===== config.mk =====
export PLATFORM = sky130hd
export DESIGN_NAME = shift_sequencer
export DESIGN_NICKNAME = d
export VERILOG_FILES = /design/src/rtl/alu_pkg.sv /design/src/rtl/shift_step.sv /design/src/rtl/shift_sequencer.sv
export SDC_FILE = /design/constraint.sdc
export NUM_CORES = 1
export LEC_CHECK = 0
export ABC_AREA = 1
export BUFFER_PORTS_ARGS = -buffer_cell sky130_fd_sc_hd__buf_2
export CORE_MARGIN = 2
export CORE_UTILIZATION = 50
export DETAILED_ROUTE_END_ITERATION = 16
export PLACE_DENSITY = 0.79
export SYNTH_ARGS = -nofsm -noshare
export SYNTH_HDL_FRONTEND = slang
export SYNTH_SLANG_ARGS = --single-unit

===== constraint.sdc =====
create_clock -name clk -period 4.8 [get_ports clk]
set_input_delay 1.44 -clock clk [delete_from_list [all_inputs] [get_ports clk]]
set_output_delay 1.44 -clock clk [all_outputs]
set_load 0.05 [all_outputs]

===== src/rtl/alu_pkg.sv =====
// Shared execute-stage definitions: AluOp encoding, shift sequencer state, msb indices.
// Consumers: alu, shift_step, shift_sequencer.
package alu_pkg;

    typedef enum logic [3:0] {
        ALU_ADD  = 4'h0,
        ALU_ADC  = 4'h1,
        ALU_SUB  = 4'h2,
        ALU_SBB  = 4'h3,
        ALU_AND  = 4'h4,
        ALU_OR   = 4'h5,
        ALU_XOR  = 4'h6,
        ALU_CMP  = 4'h7,
        ALU_ROL  = 4'h8,
        ALU_ROR  = 4'h9,
        ALU_ROLC = 4'hA,
        ALU_RORC = 4'hB,
        ALU_SHL  = 4'hC,
        ALU_SHR  = 4'hD,
        ALU_SHRA = 4'hE,
        ALU_PASS = 4'hF
    } alu_op_e;

    typedef enum logic [1:0] {
        SEQ_IDLE  = 2'd0,
        SEQ_SHIFT = 2'd1,
        SEQ_DONE  = 2'd2
    } seq_state_e;

    localparam int MSB_BYTE = 7;
    localparam int MSB_WORD = 15;

    function automatic logic is_shift_op(input logic [3:0] op);
        return (op >= 4'(ALU_ROL)) && (op <= 4'(ALU_SHRA));
    endfunction

endpackage


===== src/rtl/shift_step.sv =====
// Combinational single-bit shift/rotate step for byte or word operands.
// Byte ops leave r[15:8] untouched; non-shift ops pass r and c through with of = 0.
module shift_step
    import alu_pkg::*;
(
    input  logic [3:0]  op,
    input  logic        width16,
    input  logic [15:0] r,
    input  logic        c,
    output logic [15:0] r_next,
    output logic        c_next,
    output logic        of_next
);

    logic hi;
    logic lo;
    logic left;
    logic in_bit;
    logic nmsb;
    logic nmsb1;

    always_comb begin
        hi      = width16 ? r[MSB_WORD] : r[MSB_BYTE];
        lo      = r[0];
        left    = 1'b0;
        in_bit  = 1'b0;
        r_next  = r;
        c_next  = c;
        of_next = 1'b0;
        nmsb    = 1'b0;
        nmsb1   = 1'b0;

        if (is_shift_op(op)) begin
            unique case (alu_op_e'(op))
                ALU_ROL:  begin left = 1'b1; in_bit = hi; end
                ALU_ROLC: begin left = 1'b1; in_bit = c;  end
                ALU_SHL:  begin left = 1'b1; in_bit = 1'b0; end
                ALU_ROR:  begin left = 1'b0; in_bit = lo; end
                ALU_RORC: begin left = 1'b0; in_bit = c;  end
                ALU_SHR:  begin left = 1'b0; in_bit = 1'b0; end
                ALU_SHRA: begin left = 1'b0; in_bit = hi; end
                default:  begin left = 1'b0; in_bit = 1'b0; end
            endcase

            if (width16)
                r_next = left ? {r[14:0], in_bit} : {in_bit, r[15:1]};
            else
                r_next = {r[15:8], (left ? {r[6:0], in_bit} : {in_bit, r[7:1]})};

            c_next = left ? hi : lo;
            nmsb   = width16 ? r_next[MSB_WORD]     : r_next[MSB_BYTE];
            nmsb1  = width16 ? r_next[MSB_WORD - 1] : r_next[MSB_BYTE - 1];

            unique case (alu_op_e'(op))
                ALU_ROL, ALU_ROLC, ALU_SHL: of_next = nmsb ^ c_next;
                ALU_ROR, ALU_RORC:          of_next = nmsb ^ nmsb1;
                ALU_SHR:                    of_next = hi;
                default:                    of_next = 1'b0;
            endcase
        end
    end

endmodule


===== src/rtl/shift_sequencer.sv =====
// Multi-cycle counted shift/rotate unit: one single-bit step per cycle via shift_step.
// Optional macro V30MZ_SHIFT_MASK_EN limits the effective count to count[4:0].
module shift_sequencer
    import alu_pkg::*;
(
    input  logic        clk,
    input  logic        rst_n,
    input  logic        start,
    input  logic [3:0]  op,
    input  logic        width16,
    input  logic [15:0] operand,
    input  logic [7:0]  count,
    input  logic        cf_in,
    output logic        busy,
    output logic        done,
    output logic [15:0] result,
    output logic        cf_out,
    output logic        of_out,
    output logic        flags_upd
);

    seq_state_e  state;
    logic [7:0]  cnt;
    logic [7:0]  n_eff;
    logic [3:0]  op_q;
    logic        width16_q;
    logic [15:0] r_q;
    logic        c_q;
    logic [15:0] r_next;
    logic        c_next;
    logic        of_next;
    logic        accept;

`ifdef V30MZ_SHIFT_MASK_EN
    assign n_eff = count & 8'h1F;
`else
    assign n_eff = count;
`endif

    assign accept = (state == SEQ_IDLE) && start;

    shift_step u_step (
        .op      (op_q),
        .width16 (width16_q),
        .r       (r_q),
        .c       (c_q),
        .r_next  (r_next),
        .c_next  (c_next),
        .of_next (of_next)
    );

    // Working operand and carry carry no reset: they are reloaded on every accepted start.
    always_ff @(posedge clk) begin
        if (accept) begin
            op_q      <= op;
            width16_q <= width16;
            r_q       <= operand;
            c_q       <= cf_in;
        end else if (state == SEQ_SHIFT) begin
            r_q <= r_next;
            c_q <= c_next;
        end
    end

    always_ff @(posedge clk or negedge rst_n) begin
        if (!rst_n) begin
            state     <= SEQ_IDLE;
            cnt       <= 8'd0;
            busy      <= 1'b0;
            done      <= 1'b0;
            result    <= 16'd0;
            cf_out    <= 1'b0;
            of_out    <= 1'b0;
            flags_upd <= 1'b0;
        end else begin
            unique case (state)
                SEQ_IDLE: begin
                    done <= 1'b0;
                    if (start) begin
                        busy <= 1'b1;
                        if ((n_eff == 8'd0) || !is_shift_op(op)) begin
                            state     <= SEQ_DONE;
                            done      <= 1'b1;
                            result    <= operand;
                            cf_out    <= cf_in;
                            of_out    <= 1'b0;
                            flags_upd <= 1'b0;
                        end else begin
                            state <= SEQ_SHIFT;
                            cnt   <= n_eff;
                        end
                    end
                end
                SEQ_SHIFT: begin
                    cnt <= cnt - 8'd1;
                    if (cnt == 8'd1) begin
                        state     <= SEQ_DONE;
                        done      <= 1'b1;
                        result    <= r_next;
                        cf_out    <= c_next;
                        of_out    <= of_next;
                        flags_upd <= 1'b1;
                    end
                end
                SEQ_DONE: begin
                    state <= SEQ_IDLE;
                    done  <= 1'b0;
                    busy  <= 1'b0;
                end
                default: begin
                    state <= SEQ_IDLE;
                    done  <= 1'b0;
                    busy  <= 1'b0;
                end
            endcase
        end
    end

endmodule


======== Word-level counts from Yosys, hierarchy flattened ========
Cells that the tools add are included.
word-level totals
  bits in registers ....................... 53
  input bits .............................. 33
  output and inout port bits .............. 21
  logic and storage cells ................. 95
cells by class
  reductions and logical operators ........ 17
  add/subtract/negate cells ............... 1
  magnitude comparators ................... 4
  mux-type cells .......................... 45
  bitwise gates (word level) .............. 3
  equality and inequality tests ........... 13
operators with widths
  kind                 number
  $mux 16              9
  $pmux 16 s2          1
  $eq 4x4->1 const B   7
  $mux 8               3
  $mux 1               20
  $pmux 8 s2           1
  $pmux 1 s2           5
  $eq 8x1->1 const B   1
  $ge 4x4->1 const B   2
  $le 4x4->1 const B   2
  $logic_not 8->1      1
  $sub 8x1->8 const B  1
  $mux 2               3
  $pmux 1 s3           2
  $reduce_or 2->1      3
  $ne 2x1->1 const B   2
  $ne 2x2->1 const B   2
  $pmux 2 s2           1
  $reduce_and 2->1     2
  $reduce_and 4->1     1
  $reduce_bool 2->1    2
  $logic_and 1x1->1    3
  $reduce_and 3->1     1
  $reduce_or 3->1      1
  other kinds (6)      7

======== Depth between registers and ports, before layout ========
  word-level depth ........................ 13
  depth in mapped cells ................... 15
  depth with buffers taken out ............ 15

======== Cells and area by module ========
A second synthesis with hierarchy kept.
second synthesis, totals
  cells, all modules ...................... 446
  area, all modules ....................... 3244.4 sq um
modules (own cells, without submodules)
  module           area each (sq um)  sequential area each (sq um)  times used  cells each
  shift_sequencer  2651.3             1436.4                        1           321
  shift_step       593.1              0.0                           1           125

======== Worst setup path after synthesis ========
Ideal clock, no wire load.
  path kind ............................... in2reg
  start ................................... input port start
  end ..................................... register flags_upd
  setup slack ............................. 2132 ps
  arrival time ............................ 2538 ps
  stages .................................. 10
  library setup time ...................... 129 ps
  data required time ...................... 4671 ps
  path buffers ............................ 1
  path through ............................ nand2_1 -> inv_2 -> nor2_1 -> inv_2 -> nand2_2 -> nor2_8 -> inv_2 -> buf_6 -> nand2_1 -> o21ai_2
on the way
  word-level cells in the longest chain between the ends .. 2
RTL lines
  what                               RTL line                text
  start, declared                    shift_sequencer.sv:8    input logic start,
  $ne 2x2->1 (no source line)        n/a
  $reduce_and 4->1 (no source line)  n/a
  end signal, assigned               shift_sequencer.sv:74   flags_upd <= 1'b0;
  end signal, assigned               shift_sequencer.sv:87   flags_upd <= 1'b0;
  end signal, assigned               shift_sequencer.sv:102  flags_upd <= 1'b1;
  end, declared                      shift_sequencer.sv:19   output logic flags_upd
Every way passes these cells.
A chain may end at the register's enable or synchronous reset.

======== Final worst setup path ========
Ends and elaborated chain as after synthesis.

==> reports/qor.txt <==
path depth of the worst reg2reg path - 10
Ys Warns - 0
nets - 470
Setup-failing EPs final - 0
gpl congestion - 0.936
PwrDens - 743 mW/mm^2
Mapped Cells - 390
Reg2Reg Setup Slack - 2.11 ns
Root Buffer - clkbuf_8
post-synth net total - 425
Tmin final - 3.33 ns
Clk pin slew, worst setup/hold paths - 0.09 ns
Die Width - 82.6 um
layout cells sized above 1 - 21.3%
synth top area cells - dfrtp_1 (25%), edfxtp_1 (21%), nand2_1 (15%)
Total Routing Usage GR - 22.5%
CTS resizes - 0
Slew Limit Fails - 0
max_cap viols - 0
I/O pin count - 54
Final Cycle Share - 69.5%
top-area cell type share of the netlist area - 25.1%
Mapped Area - 0.00309 sq mm
area leader, netlist - dfrtp_1
# H-tree levels - 2
Reg-to-Reg End - flags_upd$_DFFE_PN0P_
antenna cells - 0
CP endpoint kind - flip-flop
final wirelength - 7220 um
critical hold path startpoint - result[3]$_DFFE_PN0P_
CTS Buf Count - 5
largest net degree at the start of global routing - 36
Initial Util - 51.9%
WP data arrival - 3.51 ns
ys async rst share - 58.5%
worst-case clock buffer depth - 2
relative slew slack - 53.4%
Fin. Hold Viols - 0
Avg Vias per Cell - 5.35
status - finished, final reports clean
Vias - 2736
Internal Power - 1.29 mW
CP Class - in -> reg
crit path launch type - primary input
Crit path required time - 4.97 ns
Net Sw Frac - 49.9%
Worst Hold Margin - 0.485 ns
FP Rows - 28
Post CTS Setup Buffer Count - 0
Area Overhead vs Synth - 12.6%
Synth Register Bits - 53
share of the core filled with cells - 58.4%
I/O Buffers - 53
grt total ovfl - 0
sequential area share after synthesis - 46.5%
Routed Antenna Nets - 0
chip height - 82.6 um
Skew-Pair Late Insertion Delay - 0.30 ns
antenna violations before repair - 0
Final Skew - 0.00842 ns
Psw - 1.29 mW
first-pass GRT wire length - 11700 um
Remaining DRCs - 0
DR WL/cell - 14.1 um
commonest non-fill, non-tap cell in the layout - nand2_1
initial drt markers - 163
hold-fix buffers at CTS - 0
router iterations before antenna repair - 5
total power - 2.58 mW
commonest cells after routing, fill and taps aside - nand2_1 (124), buf_2 (53), dfrtp_1 (31)
Main synth FF type - dfrtp_1
Worst Hold Depth - 2
Seq pwr share - 35.0%
DP HPWL - 5380 um
VDD IR max - 0.374 mV
Worst Tran Pin Value - 0.696 ns
unrepaired setup endpoints after global routing - no
critical-path maximum fanout - 31
worst hold endpoint - result[3]$_DFFE_PN0P_
clock share of power - 11.8%
fmax - 300 MHz
core area - 0.00596 sq mm
reg2reg start - state[1]$_DFFE_PN0P_
filler cell count - 538
Combinational Power Share - 53.2%
HP Class - reg -> reg
CTS tree - built
Die Footprint - 0.00682 sq mm
clk sinks - 53
Post-synth EDFFs - 22
Pleak - 1.67 nW
Yosys cell types - 33
Final TNS setup - 0 ns
number of global-route vias before repair - 2501
synthesized area per cell - 7.92 sq um
## worst max path at each step
stage / start / slack (ns) / to
finish: start / 1.47 / flags_upd$_DFFE_PN0P_
global route: start / 1.22 / result[12]$_DFFE_PN0P_
CTS: start / 1.49 / flags_upd$_DFFE_PN0P_
global placement: start / 1.25 / flags_upd$_DFFE_PN0P_
floorplan: start / 2.13 / flags_upd$_DFFE_PN0P_
detailed placement: start / 1.17 / flags_upd$_DFFE_PN0P_
## per-stage QoR
stage / cell area, sq um / std cells / setup slack (ns)
floorplan: 3090 / 390 / 2.13
global placement: 3350 / 503 / 1.25
detailed placement: 3350 / 503 / 1.17
CTS: 3480 / 511 / 1.49
global route: 3480 / 511 / 1.22
finish: 3480 / 511 / 1.47
## critical path, cell delays in order
cell     delay, ns
buf_2         0.08
nand2_1       0.25
inv_2         0.46
nor2_1        0.13
inv_2         0.32
nand2_2       0.16
nor2_8        0.26
inv_2         0.21
nand2_1       0.12
o21ai_2       0.05
## cell usage after synthesis (7+ instances only)
cell	count
clkbuf_1	7
nand3_1	30
o21ai_1	16
a21oi_1	17
edfxtp_1	22
nand2_1	124
o21ai_0	29
inv_1	29
o211ai_1	13
nor2_1	16
dfrtp_1	31
o21ai_2	9
## final cells by class
type                       count  area, sq um  area share [%]
clock buffer                   7          119            3.42
clock inverter                 1         5.00           0.144
inverter                      33          124            3.56
multi-input combinational    288         1430            41.0
sequential                    53         1440            41.3
tap                           75         93.8            2.70
timing repair buffer          54          273            7.84
## flip-flops by register name, summed over array words and instances (netlist names)
register and count:
r_q 16, result 16, cnt 8, op_q 4
state 2, busy 1, c_q 1, cf_out 1
done 1, flags_upd 1, of_out 1, width16_q 1
## per-layer routing
| layer | track usage [%] | routed length [um] |
|---|---|---|
| met5 | 0 | 0 |
| met4 | 6.39 | 122 |
| met3 | 4.24 | 384 |
| met2 | 36.4 | 3340 |
| met1 | 31.1 | 3370 |
## power by group through the flow
stage | logic, mW | clock network, mW | registers, mW
6_report | 1.38 | 0.304 | 0.904
5_1_grt | 1.53 | 0.329 | 0.931
4_1_cts | 1.37 | 0.308 | 0.899
3_5_place_dp | 1.36 | 0 | 0.905
3_3_place_gp | 1.33 | 0 | 0.907
2_1_floorplan | 0.819 | 0 | 1.17
## kinds of logic (layout without fill, tap and decap cells)
group | Yosys count | after routing | share of synthesized area [%]
AND/OR/NAND/NOR | 194 | 194 | 27.5
AO/OA/AOI/OAI | 90 | 90 | 17.3
flip-flops | 53 | 53 | 46.5
buffers and inverters | 49 | 95 | 7.33
adder cells (fa/ha/maj) | 2 | 2 | 0.810
XOR/XNOR | 2 | 2 | 0.567
(Power assumes the default switching activity.)
